$ cat src/rtl/spi_test_pkg.sv
// Shared definitions for the SPI-controlled PWM block: register map, FSM states, ID value.
package spi_test_pkg;

  localparam logic [7:0] ID_VALUE = 8'hA5;

  localparam logic [6:0] ADDR_ID      = 7'h00;
  localparam logic [6:0] ADDR_CTRL    = 7'h01;
  localparam logic [6:0] ADDR_DUTY    = 7'h02;
  localparam logic [6:0] ADDR_PRESC   = 7'h03;
  localparam logic [6:0] ADDR_SCRATCH = 7'h04;

  typedef enum logic [1:0] {
    ST_IDLE = 2'd0,
    ST_CMD  = 2'd1,
    ST_DATA = 2'd2,
    ST_DONE = 2'd3
  } spi_state_t;

endpackage

$ cat src/rtl/spi_slave_if.sv
// SPI mode-0 slave front end: input synchronisers, SCLK edge detect, frame FSM and shift registers.
// wr_en is a one-cycle pulse with addr/wdata stable; rdata is sampled on the first SCLK fall of byte 1.
module spi_slave_if
  import spi_test_pkg::*;
#(
  parameter int SYNC_STAGES = 2
) (
  input  logic       clk,
  input  logic       rst,
  input  logic       sclk,
  input  logic       mosi,
  input  logic       cs_n,
  input  logic [7:0] rdata,
  output logic       wr_en,
  output logic [6:0] addr,
  output logic [7:0] wdata,
  output logic       miso,
  output spi_state_t state
);

  logic [SYNC_STAGES-1:0] sclk_sync, mosi_sync, csn_sync;
  logic       sclk_s, mosi_s, csn_s;
  logic       sclk_q, csn_q;
  logic       sclk_rise, sclk_fall, csn_fall;
  spi_state_t state_next;
  logic [3:0] bit_cnt;
  logic [7:0] shift_in;
  logic [7:0] shift_out;
  logic       is_write;
  logic       loaded;

  always_ff @(posedge clk or posedge rst) begin
    if (rst) begin
      sclk_sync <= '0;
      mosi_sync <= '0;
      csn_sync  <= '1;
      sclk_q    <= 1'b0;
      csn_q     <= 1'b1;
    end else begin
      sclk_sync <= {sclk_sync[SYNC_STAGES-2:0], sclk};
      mosi_sync <= {mosi_sync[SYNC_STAGES-2:0], mosi};
      csn_sync  <= {csn_sync[SYNC_STAGES-2:0], cs_n};
      sclk_q    <= sclk_s;
      csn_q     <= csn_s;
    end
  end

  assign sclk_s    = sclk_sync[SYNC_STAGES-1];
  assign mosi_s    = mosi_sync[SYNC_STAGES-1];
  assign csn_s     = csn_sync[SYNC_STAGES-1];
  assign sclk_rise = sclk_s & ~sclk_q;
  assign sclk_fall = ~sclk_s & sclk_q;
  assign csn_fall  = ~csn_s & csn_q;

  always_ff @(posedge clk or posedge rst) begin
    if (rst) state <= ST_IDLE;
    else     state <= state_next;
  end

  always_comb begin
    state_next = state;
    if (csn_s) begin
      state_next = ST_IDLE;
    end else begin
      case (state)
        ST_IDLE: if (csn_fall) state_next = ST_CMD;
        ST_CMD:  if (sclk_rise && bit_cnt == 4'd7) state_next = ST_DATA;
        ST_DATA: if (sclk_rise && bit_cnt == 4'd15) state_next = ST_DONE;
        default: state_next = state;
      endcase
    end
  end

  always_comb begin
    miso = 1'b0;
    if (state == ST_DATA && !is_write && loaded && !csn_s) miso = shift_out[7];
  end

  always_ff @(posedge clk or posedge rst) begin
    if (rst) begin
      bit_cnt   <= '0;
      shift_in  <= '0;
      shift_out <= '0;
      is_write  <= 1'b0;
      loaded    <= 1'b0;
      addr      <= '0;
      wdata     <= '0;
      wr_en     <= 1'b0;
    end else begin
      wr_en <= 1'b0;
      if (state == ST_IDLE) begin
        bit_cnt   <= '0;
        shift_out <= '0;
        loaded    <= 1'b0;
      end else if ((state == ST_CMD || state == ST_DATA) && sclk_rise) begin
        shift_in <= {shift_in[6:0], mosi_s};
        bit_cnt  <= bit_cnt + 4'd1;
        if (state == ST_CMD && bit_cnt == 4'd7) begin
          is_write <= shift_in[6];
          addr     <= {shift_in[5:0], mosi_s};
        end
        // A deasserted CS_N on the final rise means the frame was aborted.
        if (state == ST_DATA && bit_cnt == 4'd15 && is_write && !csn_s) begin
          wr_en <= 1'b1;
          wdata <= {shift_in[6:0], mosi_s};
        end
      end else if (state == ST_DATA && sclk_fall && !is_write) begin
        if (!loaded) begin
          shift_out <= rdata;
          loaded    <= 1'b1;
        end else begin
          shift_out <= {shift_out[6:0], 1'b0};
        end
      end
    end
  end

endmodule

$ cat src/rtl/spi_test_djuara.sv
// TinyTapeout core: SPI-slave register block (ID/CTRL/DUTY/PRESC/SCRATCH) driving one 8-bit PWM output.
module spi_test_djuara #(
  parameter logic [7:0] ID_VALUE    = 8'hA5,
  parameter int         SYNC_STAGES = 2
) (
  input  logic       clk,
  input  logic       rst,
  input  logic       ena,
  input  logic [7:0] ui_in,
  output logic [7:0] uo_out,
  input  logic [7:0] uio_in,
  output logic [7:0] uio_out,
  output logic [7:0] uio_oe
);
  import spi_test_pkg::*;

  logic       wr_en;
  logic [6:0] addr;
  logic [7:0] wdata;
  logic [7:0] rdata;
  logic       miso;
  spi_state_t spi_state;

  logic       ctrl_en;
  logic [7:0] duty, presc, scratch;
  logic [7:0] presc_cnt, pwm_cnt;
  logic       pwm;
  logic       unused_ok;

  spi_slave_if #(.SYNC_STAGES(SYNC_STAGES)) u_spi (
    .clk   (clk),
    .rst   (rst),
    .sclk  (ui_in[0]),
    .mosi  (ui_in[1]),
    .cs_n  (ui_in[2]),
    .rdata (rdata),
    .wr_en (wr_en),
    .addr  (addr),
    .wdata (wdata),
    .miso  (miso),
    .state (spi_state)
  );

  always_ff @(posedge clk or posedge rst) begin
    if (rst) begin
      ctrl_en <= 1'b0;
      duty    <= '0;
      presc   <= '0;
      scratch <= '0;
    end else if (wr_en) begin
      case (addr)
        ADDR_CTRL:    ctrl_en <= wdata[0];
        ADDR_DUTY:    duty    <= wdata;
        ADDR_PRESC:   presc   <= wdata;
        ADDR_SCRATCH: scratch <= wdata;
        default: ;
      endcase
    end
  end

  always_comb begin
    rdata = 8'h00;
    case (addr)
      ADDR_ID:      rdata = ID_VALUE;
      ADDR_CTRL:    rdata = {7'b0, ctrl_en};
      ADDR_DUTY:    rdata = duty;
      ADDR_PRESC:   rdata = presc;
      ADDR_SCRATCH: rdata = scratch;
      default:      rdata = 8'h00;
    endcase
  end

  // '>=' keeps the prescaler sane if PRESC is lowered below the running count.
  always_ff @(posedge clk or posedge rst) begin
    if (rst) begin
      presc_cnt <= '0;
      pwm_cnt   <= '0;
      pwm       <= 1'b0;
    end else if (!ctrl_en) begin
      presc_cnt <= '0;
      pwm_cnt   <= '0;
      pwm       <= 1'b0;
    end else begin
      if (presc_cnt >= presc) begin
        presc_cnt <= '0;
        pwm_cnt   <= pwm_cnt + 8'd1;
      end else begin
        presc_cnt <= presc_cnt + 8'd1;
      end
      pwm <= (pwm_cnt < duty);
    end
  end

  assign uo_out  = {6'b0, pwm, miso};
  assign uio_out = 8'h00;
  assign uio_oe  = 8'h00;

  assign unused_ok = &{1'b0, ena, uio_in, ui_in[7:3], spi_state};

endmodule

$ cat config.mk
export PLATFORM = sky130hd
export DESIGN_NAME = spi_test_djuara
export DESIGN_NICKNAME = d
export VERILOG_FILES = /design/src/rtl/spi_test_pkg.sv /design/src/rtl/spi_slave_if.sv /design/src/rtl/spi_test_djuara.sv
export SDC_FILE = /design/constraint.sdc
export NUM_CORES = 1
export LEC_CHECK = 0
export ABC_AREA = 1
export BUFFER_PORTS_ARGS = -buffer_cell sky130_fd_sc_hd__buf_2
export CORE_ASPECT_RATIO = 1.25
export CORE_MARGIN = 1.5
export CORE_UTILIZATION = 34
export CTS_BUF_LIST = sky130_fd_sc_hd__clkbuf_8
export CTS_CLUSTER_DIAMETER = 120
export DETAILED_ROUTE_END_ITERATION = 6
export HOLD_SLACK_MARGIN = 0.03
export SYNTH_ARGS = -nofsm -noshare
export SYNTH_HDL_FRONTEND = slang
export SYNTH_SLANG_ARGS = --single-unit
$ cat constraint.sdc
create_clock -name clk -period 2.6 [get_ports clk]
set_input_delay 0.13 -clock clk [delete_from_list [all_inputs] [get_ports clk]]
set_output_delay 0.13 -clock clk [all_outputs]
set_load 0.005 [all_outputs]
Word-level counts from Yosys, hierarchy flattened --
Index checks and enable logic that the tools add are counted.
Storage, ports and cells: bits in registers 89, input port bits 19, output and inout port bits 24
Cells by class: reduce and logical (&&, ||, !) cells 29, bitwise logic cells 7, equality and inequality tests 13, mux-type cells 24, $add $sub $neg 3, order comparisons 2
Operators by type and width (count):
- 8-bit 2-to-1 mux | 8
- 8-bit case mux with 5 select lines | 1
- 8-bit by 1-bit adder with 8-bit output, second input constant | 2
- 7-bit by 2-bit equality test with 1-bit output, second input constant | 2
- 1-bit logical AND | 12
- 2-bit AND reduction | 6
- 3-bit by 1-bit inequality test with 1-bit output, second input constant | 3
- 8-bit >= comparator | 1
- 8-bit < comparator | 1
- 1-bit 2-to-1 mux | 8
- 2-bit 2-to-1 mux | 4
- 4-bit 2-to-1 mux | 2
- 7-bit by 1-bit equality test with 1-bit output, second input constant | 1
- 7-bit by 3-bit equality test with 1-bit output, second input constant | 1
- 7-bit logical NOT | 1
- 2-bit case mux with 3 select lines | 1
- 3-bit AND reduction | 2
- 4-bit by 1-bit adder with 4-bit output, second input constant | 1
- 4-bit by 3-bit equality test with 1-bit output, second input constant | 1
- 4-bit equality test, second input constant | 1
- 2-bit by 1-bit inequality test with 1-bit output, second input constant | 2
- 1-bit NOT | 4
- 4-bit AND reduction | 1
- 2-bit nonzero test | 2
- other kinds (7) | 10

Depth between registers and ports, before layout --
Gate-level depths: netlist of the first run.
depth in word-level cells 7, mapped depth 11, mapped depth without buffers 10

Cells and area by module --
Synthesis of the first run repeated with hierarchy kept, for this count alone.
Second synthesis, totals: cells, all modules 543, area total of the unflattened synthesis 4725.8 um2
By module, submodules not included:
- spi_test_djuara | times used 1, area an instance 2693.8 um2, cells each 347
- spi_slave_if | times used 1, area an instance 2031.9 um2, cells each 196

Worst setup path before layout of the first run --
Ideal clock, no wire load.
path kind register -> register, start reg u_spi.state[0], end reg u_spi.addr[1], cell stages (with the launch flop) 9, buffers on the path 1, required time 2.481 ns, arrival 1.442 ns, slack 1.039 ns, cell sequence dfrtp_1 -> inv_1 -> ha_1 -> nand3_4 -> nor2_4 -> nand4_4 -> buf_6 -> nand2_1 -> o21ai_2
Between the ends: longest elaborated chain between the ends 4, elaborated cells on any way between the ends 8
Ends and longest elaborated chain:
- start, declared | line spi_slave_if.sv:18 | output spi_state_t state
- start signal, assigned | line spi_slave_if.sv:57 | else state <= state_next;
- 2-bit by 1-bit equality test with 1-bit output or 2-bit equality test (tied branches) | line spi_slave_if.sv:95, spi_slave_if.sv:98
- 1-bit logical OR | line spi_slave_if.sv:95 | end else if ((state == ST_CMD || state == ST_DATA) && sclk_rise) begin
- 1-bit logical AND | line spi_slave_if.sv:95
- 3-bit AND reduction (no line) (*)
- end signal, assigned | line spi_slave_if.sv:100 | addr <= {shift_in[5:0], mosi_s};
- end, declared | line spi_slave_if.sv:15 | output logic [6:0] addr,
Every way passes the cells marked *; elsewhere a longest branch is shown, timed or not. A chain may end at the register's enable or synchronous reset.

Worst setup path in the final report of the first run --
start reg presc[5], end reg pwm_cnt[4]
Between the ends: longest elaborated chain between the ends 2
Ends and longest elaborated chain:
- start, declared | line spi_test_djuara.sv:25 | logic [7:0] duty, presc, scratch;
- start signal, assigned | line spi_test_djuara.sv:54 | ADDR_PRESC: presc <= wdata;
- 8-bit >= comparator | line spi_test_djuara.sv:84 | if (presc_cnt >= presc) begin
- 2-bit by 1-bit inequality test with 1-bit output (no line)
- end signal, assigned | line spi_test_djuara.sv:86 | pwm_cnt <= pwm_cnt + 8'd1;
- end, declared | line spi_test_djuara.sv:26 | logic [7:0] presc_cnt, pwm_cnt;
Every way passes these cells.

==> results.tsv, run 1 <==
metric	value	unit
status	complete, no violations	
slew_viol_final	0	
synth_cell_types	36	
fillCellCount	1401	
yosysSeqAreaShare	0.4810	
grt_pass1_vias	3192	
fin_cells	711	
min-delay-start	u_spi.sclk_sync[0]	
slowest_delay	0.49	ns
skew	0.004898	ns
dieHeight	133.6	um
grt_start_max_net_pins	43	
grt_setup_unrepaired	no	
synth_warnings	0	
core	0.01329	mm2
postCtsResizedCells	0	
dp_hpwl	6354	um
gp_congestion	0.8110	
reg2reg_from	presc[5]	
slew_headroom	0.5042	
tightest_slew	0.7428	ns
h-tree-depth	3	
cts_root_buffer	clkbuf_8	
crit_fanout	20	
insertion_delay	0.35	ns
setup.worst_path.class	reg2reg	
via_per_inst	4.541	
initial_core_util	0.3490	
crit_path_top_delay_cell	nand3_1	
cp-start-kind	flop	
drv_cap	0	
routed_wl	8552	um
placed_cells	691	
met2_usage	0.2268	
async_flop_share	1.000	
grtUsageMet1	0.1638	
setup.worst_path.start	presc[5]	
fp.dieW	107.5	um
fmax	493.9	MHz
worstPathCellList	inv_1 -> ha_1 -> a21oi_1 -> o21a_1 -> nand3_1 -> o21ai_0	
synthFlopType	dfrtp_1	
die-area	0.01436	mm2
path_clk_slew	0.08	ns
netlist_area	0.004638	mm2
numPortBuffers	6	
drc_errors	0	
gr-usage-met3	0.02544	
top_usage_layer	met2	
ir_drop	0.0003439	V
n_antenna_cell	0	
p_per_area	596.0	mW/mm2
antenna_found_initial	0	
drive_gt1_frac	0.1389	
ys_seq_elements	89	
drt_iter0_drc	181	
p_leak	0.002250	uW
grt.total_usage	0.1312	
cts.sinks	89	
syn_inst	523	
setup_viol	0	
hp-class	reg2reg	
grt_pass1_wl	14980	um
crit_arrival	2.28	ns
synth_top_cell_area_share	0.4640	
dr_total_vias	3229	
routedWlPerCell	12.03	um
ant_nets	0	
fin_crit	2.025	ns
synth_edf_count	0	
drt-pass1-iter-count	4	
finalHoldViolations	0	
crit_path_end_kind	flop	
syn_to_final_growth	7.634	%
avgSynthCellArea	8.868	um2
tns	0	ns
period_share	0.7787	
clockBufferDepth	2	
core.rowCount	47	
cp.required	2.86	ns
ios	43	
synth_area_leader_cell	dfrtp_1	
synth_area_leaders	dfrtp_1 (46%), nand2_1 (10%), ha_1 (5.7%)	
cts_buffers	9	
overflow	0	
nets	575	
tritoncts	done	
[cells in the mapped netlist, types with 4 or more instances]
| cell | number |
|---|---|
| o21ai_2 | 25 |
| buf_2 | 4 |
| dfrtp_1 | 86 |
| o211ai_1 | 5 |
| nor3_1 | 6 |
| nor2_1 | 28 |
| nand4_1 | 7 |
| a21oi_1 | 12 |
| buf_4 | 24 |
| o21ai_1 | 5 |
| buf_6 | 4 |
| nand2_1 | 124 |
| nand2_2 | 6 |
| o21ai_0 | 36 |
| nand3_1 | 29 |
| xor2_1 | 7 |
| inv_2 | 5 |
| inv_1 | 64 |
| ha_1 | 21 |
[registers in the layout, summed over array words and instances (netlist names)]
register,flops
ctrl_en,1
u_spi.loaded,1
u_spi.is_write,1
u_spi.csn_q,1
u_spi.csn_sync,2
u_spi.wr_en,1
u_spi.mosi_sync,2
duty,8
u_spi.addr,7
u_spi.wdata,8
u_spi.bit_cnt,4
pwm_cnt,8
u_spi.shift_in,7
u_spi.sclk_sync,2
pwm,1
u_spi.shift_out,8
u_spi.state,2
u_spi.sclk_q,1
presc_cnt,8
scratch,8
presc,8
[stage by stage]
step	worst slack (ns)	hold WS (ns)	instance area, um2	util	total power [uW]
floorplan	0.1681	0.1345	4717	-	1933
detailed placement	0.5349	0.2367	4745	0.3570	2015
finish	0.5755	0.3524	4992	0.3756	2976
CTS	0.5457	0.3547	4992	0.3756	3015
global route	0.3191	0.3660	4992	0.3756	3163
global placement	0.6306	0.2378	4745	0.3570	2002
[logic make-up (layout without fill, tap and decap cells)]
family | Yosys count | in the layout | share of synthesized area
xor gates and xnor gates | 9 | 9 | 0.01700
adders and majority gates | 21 | 21 | 0.05665
DFF | 89 | 89 | 0.4810
AOI/OAI and AO/OA | 88 | 88 | 0.1209
other | 1 | 22 | 0.0008085
buffers and inverters | 102 | 98 | 0.1106
and+or+nand+nor | 213 | 213 | 0.2131
[worst max-delay path: cells and delay by family, from the launching register on]
family | cells | cell delay (ns)
AO/OA/AOI/OAI | 3 | 0.67
AND/OR/NAND/NOR | 1 | 0.49
flip-flops | 1 | 0.38
adder cells (fa/ha/maj) | 1 | 0.26
buffers and inverters | 1 | 0.12
[power by group]
| part | total [uW] | internal (uW) | switching [uW] |
|---|---|---|---|
| combinational | 452 | 135 | 317 |
| clock | 990 | 516 | 475 |
| sequential | 1530 | 1480 | 53.5 |
[layer usage]
layer,vias to the layer above,share of wire
met5,-,0
met4,0,0.016
met3,11,0.021
met2,35,0.50
met1,1528,0.46
li1,1655,-
[path summary, 6_finish.rpt]
check,end,slack [ns],depth (start not counted)
max in group asynchronous,u_spi.csn_q,1.45,4
min reg2reg,u_spi.sclk_sync[1],0.35,0
max,pwm_cnt[4],0.58,6
max reg2reg,pwm_cnt[4],0.58,6
min,u_spi.sclk_sync[1],0.35,0
min in group asynchronous,u_spi.shift_in[4],0.42,3
[repair_timing]
item                                   CTS  global route
endpoints found under the hold margin   43             0
hold buffers                             4             0
buffers inserted                         0             0
[final cells by class]
type / instances / area (um2) / share of cell area
clock buffers: 12 / 165.2 / 0.03308
clock inverters: 4 / 42.54 / 0.008521
inverters: 70 / 269.0 / 0.05388
multi-input cells: 353 / 1973 / 0.3952
flip-flops and latches: 89 / 2231 / 0.4469
well taps: 171 / 214.0 / 0.04286
repair buffers: 12 / 97.59 / 0.01955
[layout by cell type (no fill, tap or decap), types with 3 or more instances in the layout]
cell type        n
nand2_1        124
nand2_2          6
nor2_1          28
o211ai_1         5
nand3_1         29
nand4_1          7
ha_1            21
dfrtp_1         86
a21oi_1         12
dlygate4sd3_1    4
o21ai_2         25
clkbuf_8        12
o21a_1           3
dfstp_2          3
buf_2            6
xor2_1           7
nor3_1           6
conb_1          22
o21ai_0         36
o21ai_1          5
inv_2            5
inv_1           65
(Power assumes the default switching activity.)
==> inputs of run 2 (changes only) <==
Clock period 2.6 ns to 1.85 ns, I/O delays scaled along.
==> run 2 against run 1 <==
Register-to-register slack lost 0.39 ns. Critical path depth grew 1. Sequential power grew 41%. Critical endpoint is now u_spi.addr[4]. Total power grew 36%. Global-route usage grew 0.079 points. Critical path type unchanged. Clock skew grew 0.0036 ns. Via count grew 1.1%. Hold slack lost 0.015 ns. Largest power group unchanged. Core utilization grew 0.12 points.
==> results.tsv, run 2 (synthesis gave the netlist of run 1 again) <==
metric	value	unit
post_dp_cell_area	0.004790	mm2
n_antenna_cell	0	
p_leak	0.002272	uW
slowest_delay	0.36	ns
drv_cap	0	
slew_viol_final	0	
grt.total_usage	0.1320	
via_per_inst	4.564	
dp_hpwl	6487	um
fin_crit	1.666	ns
tightest_slew	0.6086	ns
fmax	600.1	MHz
skew	0.008497	ns
crit_arrival	1.91	ns
setup.worst_path.class	reg2reg	
die-area	0.01436	mm2
dieHeight	133.6	um
ir_drop	0.0003333	V
drc_errors	0	
core	0.01329	mm2
tns	0	ns
tritoncts	done	
syn_to_final_growth	7.985	%
crit_fanout	16	
drt_iter0_drc	166	
whs	0.3377	ns
grt_pass1_vias	3064	
grt_setup_unrepaired	yes	
crit_path_top_delay_cell	dfrtp_1	
drive_gt1_frac	0.1452	
h-tree-depth	3	
cp.required	2.10	ns
numPortBuffers	6	
cp-start-kind	flop	
crit_family	simple AND/OR/NAND/NOR gates	
gp_congestion	0.8099	
ios	43	
preCtsSetupSlack	0.1903	ns
crit_path_end_kind	flop	
grt_start_max_net_pins	34	
nets	579	
period_share	0.9007	
initial_core_util	0.3490	
finalHoldViolations	0	
fin_ws	0.1837	ns
path_clk_slew	0.08	ns
hp-class	in2async	
crit_buf_inv	1	
clockBufferDepth	2	
antenna_found_initial	0	
setup_viol	0	
mostFrequentLayoutCell	nand2_1	
overflow	0	
fp.dieW	107.5	um
fin_util	0.3769	
p_per_area	805.2	mW/mm2
cts_root_buffer	clkbuf_8	
core.rowCount	47	
routed_wl	8631	um
layout_common_cells	nand2_1 (124), dfrtp_1 (86), inv_1 (65)	
grt_pass1_wl	14810	um
dr_total_vias	3263	
cts.sinks	89	
routedWlPerCell	12.07	um
worstPathCellList	inv_1 -> ha_1 -> nand3_4 -> nor2_4 -> nand4_4 -> nand2_1 -> o21ai_2	
slew_headroom	0.5934	
design_area	0.005009	mm2
insertion_delay	0.36	ns
ant_nets	0	
post_cts_buffers	0	
drt-pass1-iter-count	4	
status	complete, no violations	
cts_buffers	9	
run 2: cell count changes in the layout (fill, tap and decap cells not counted):
cell and change:
clkbuf_8 -1, buf_12 +1, clkinv_2 +1, buf_4 +3
nand2_4 +1, nand2_2 -1, clkinvlp_4 +1, bufinv_16 -1
run 2: tightest hold or removal path, stage by stage:
cell and delay [ns]:
dlygate4sd3_1 0.53, buf_2 0.13, clkinvlp_4 0.40
run 2: layer usage:
layer / track usage / routed length (um) / vias to the layer above
li1: - / - / 1668
met1: 0.1675 / 3889 / 1536
met2: 0.2183 / 4373 / 49
met3: 0.03523 / 230 / 10
met4: 0.04240 / 138 / 0
met5: 0 / 0 / -
run 2: what timing repair did:
| item | in CTS | in global routing |
|---|---|---|
| hold endpoints to repair | 24 | 0 |
| hold buffers | 4 | 0 |
| setup endpoints to repair | 0 | 5 |
| gates resized for setup | 0 | 1 |
run 2: cell type report:
cell class	count	area, um2
clock buffer	11	151.4
clock inverter	5	22.52
fill	1362	8282
inverter	70	271.5
multi-input combinational	353	1978
sequential	89	2231
tap	171	214.0
timing repair buffer	16	140.1
run 2: metrics by stage:
stage | instances | power (uW)
CTS | 715 | 4084
global placement | 695 | 2831
finish | 715 | 4033
floorplan | 544 | 2717
detailed placement | 695 | 2848
global route | 715 | 4275
run 2: worst paths after layout:
| kind | slack, ns | startpoint | cells after the start | endpoint |
|---|---|---|---|---|
| setup / recovery | 0.18 | u_spi.state[0] | 7 | u_spi.addr[4] |
| hold / removal | 0.34 | rst | 3 | u_spi.addr[2] |
| setup reg to reg | 0.18 | u_spi.state[0] | 7 | u_spi.addr[4] |
| hold reg to reg | 0.36 | u_spi.mosi_sync[0] | 0 | u_spi.mosi_sync[1] |
| max in group asynchronous | 0.94 | rst | 4 | u_spi.shift_out[7] |
| min in group clk | 0.36 | u_spi.mosi_sync[0] | 0 | u_spi.mosi_sync[1] |
run 2: report_power, final:
part           switching (uW)  total, uW  leakage, uW  internal, uW
registers                75.1       2160      0.00121          2080
clock network             686       1230     0.000101           546
logic                     437        645     0.000961           208
total                    1200       4030      0.00227          2830
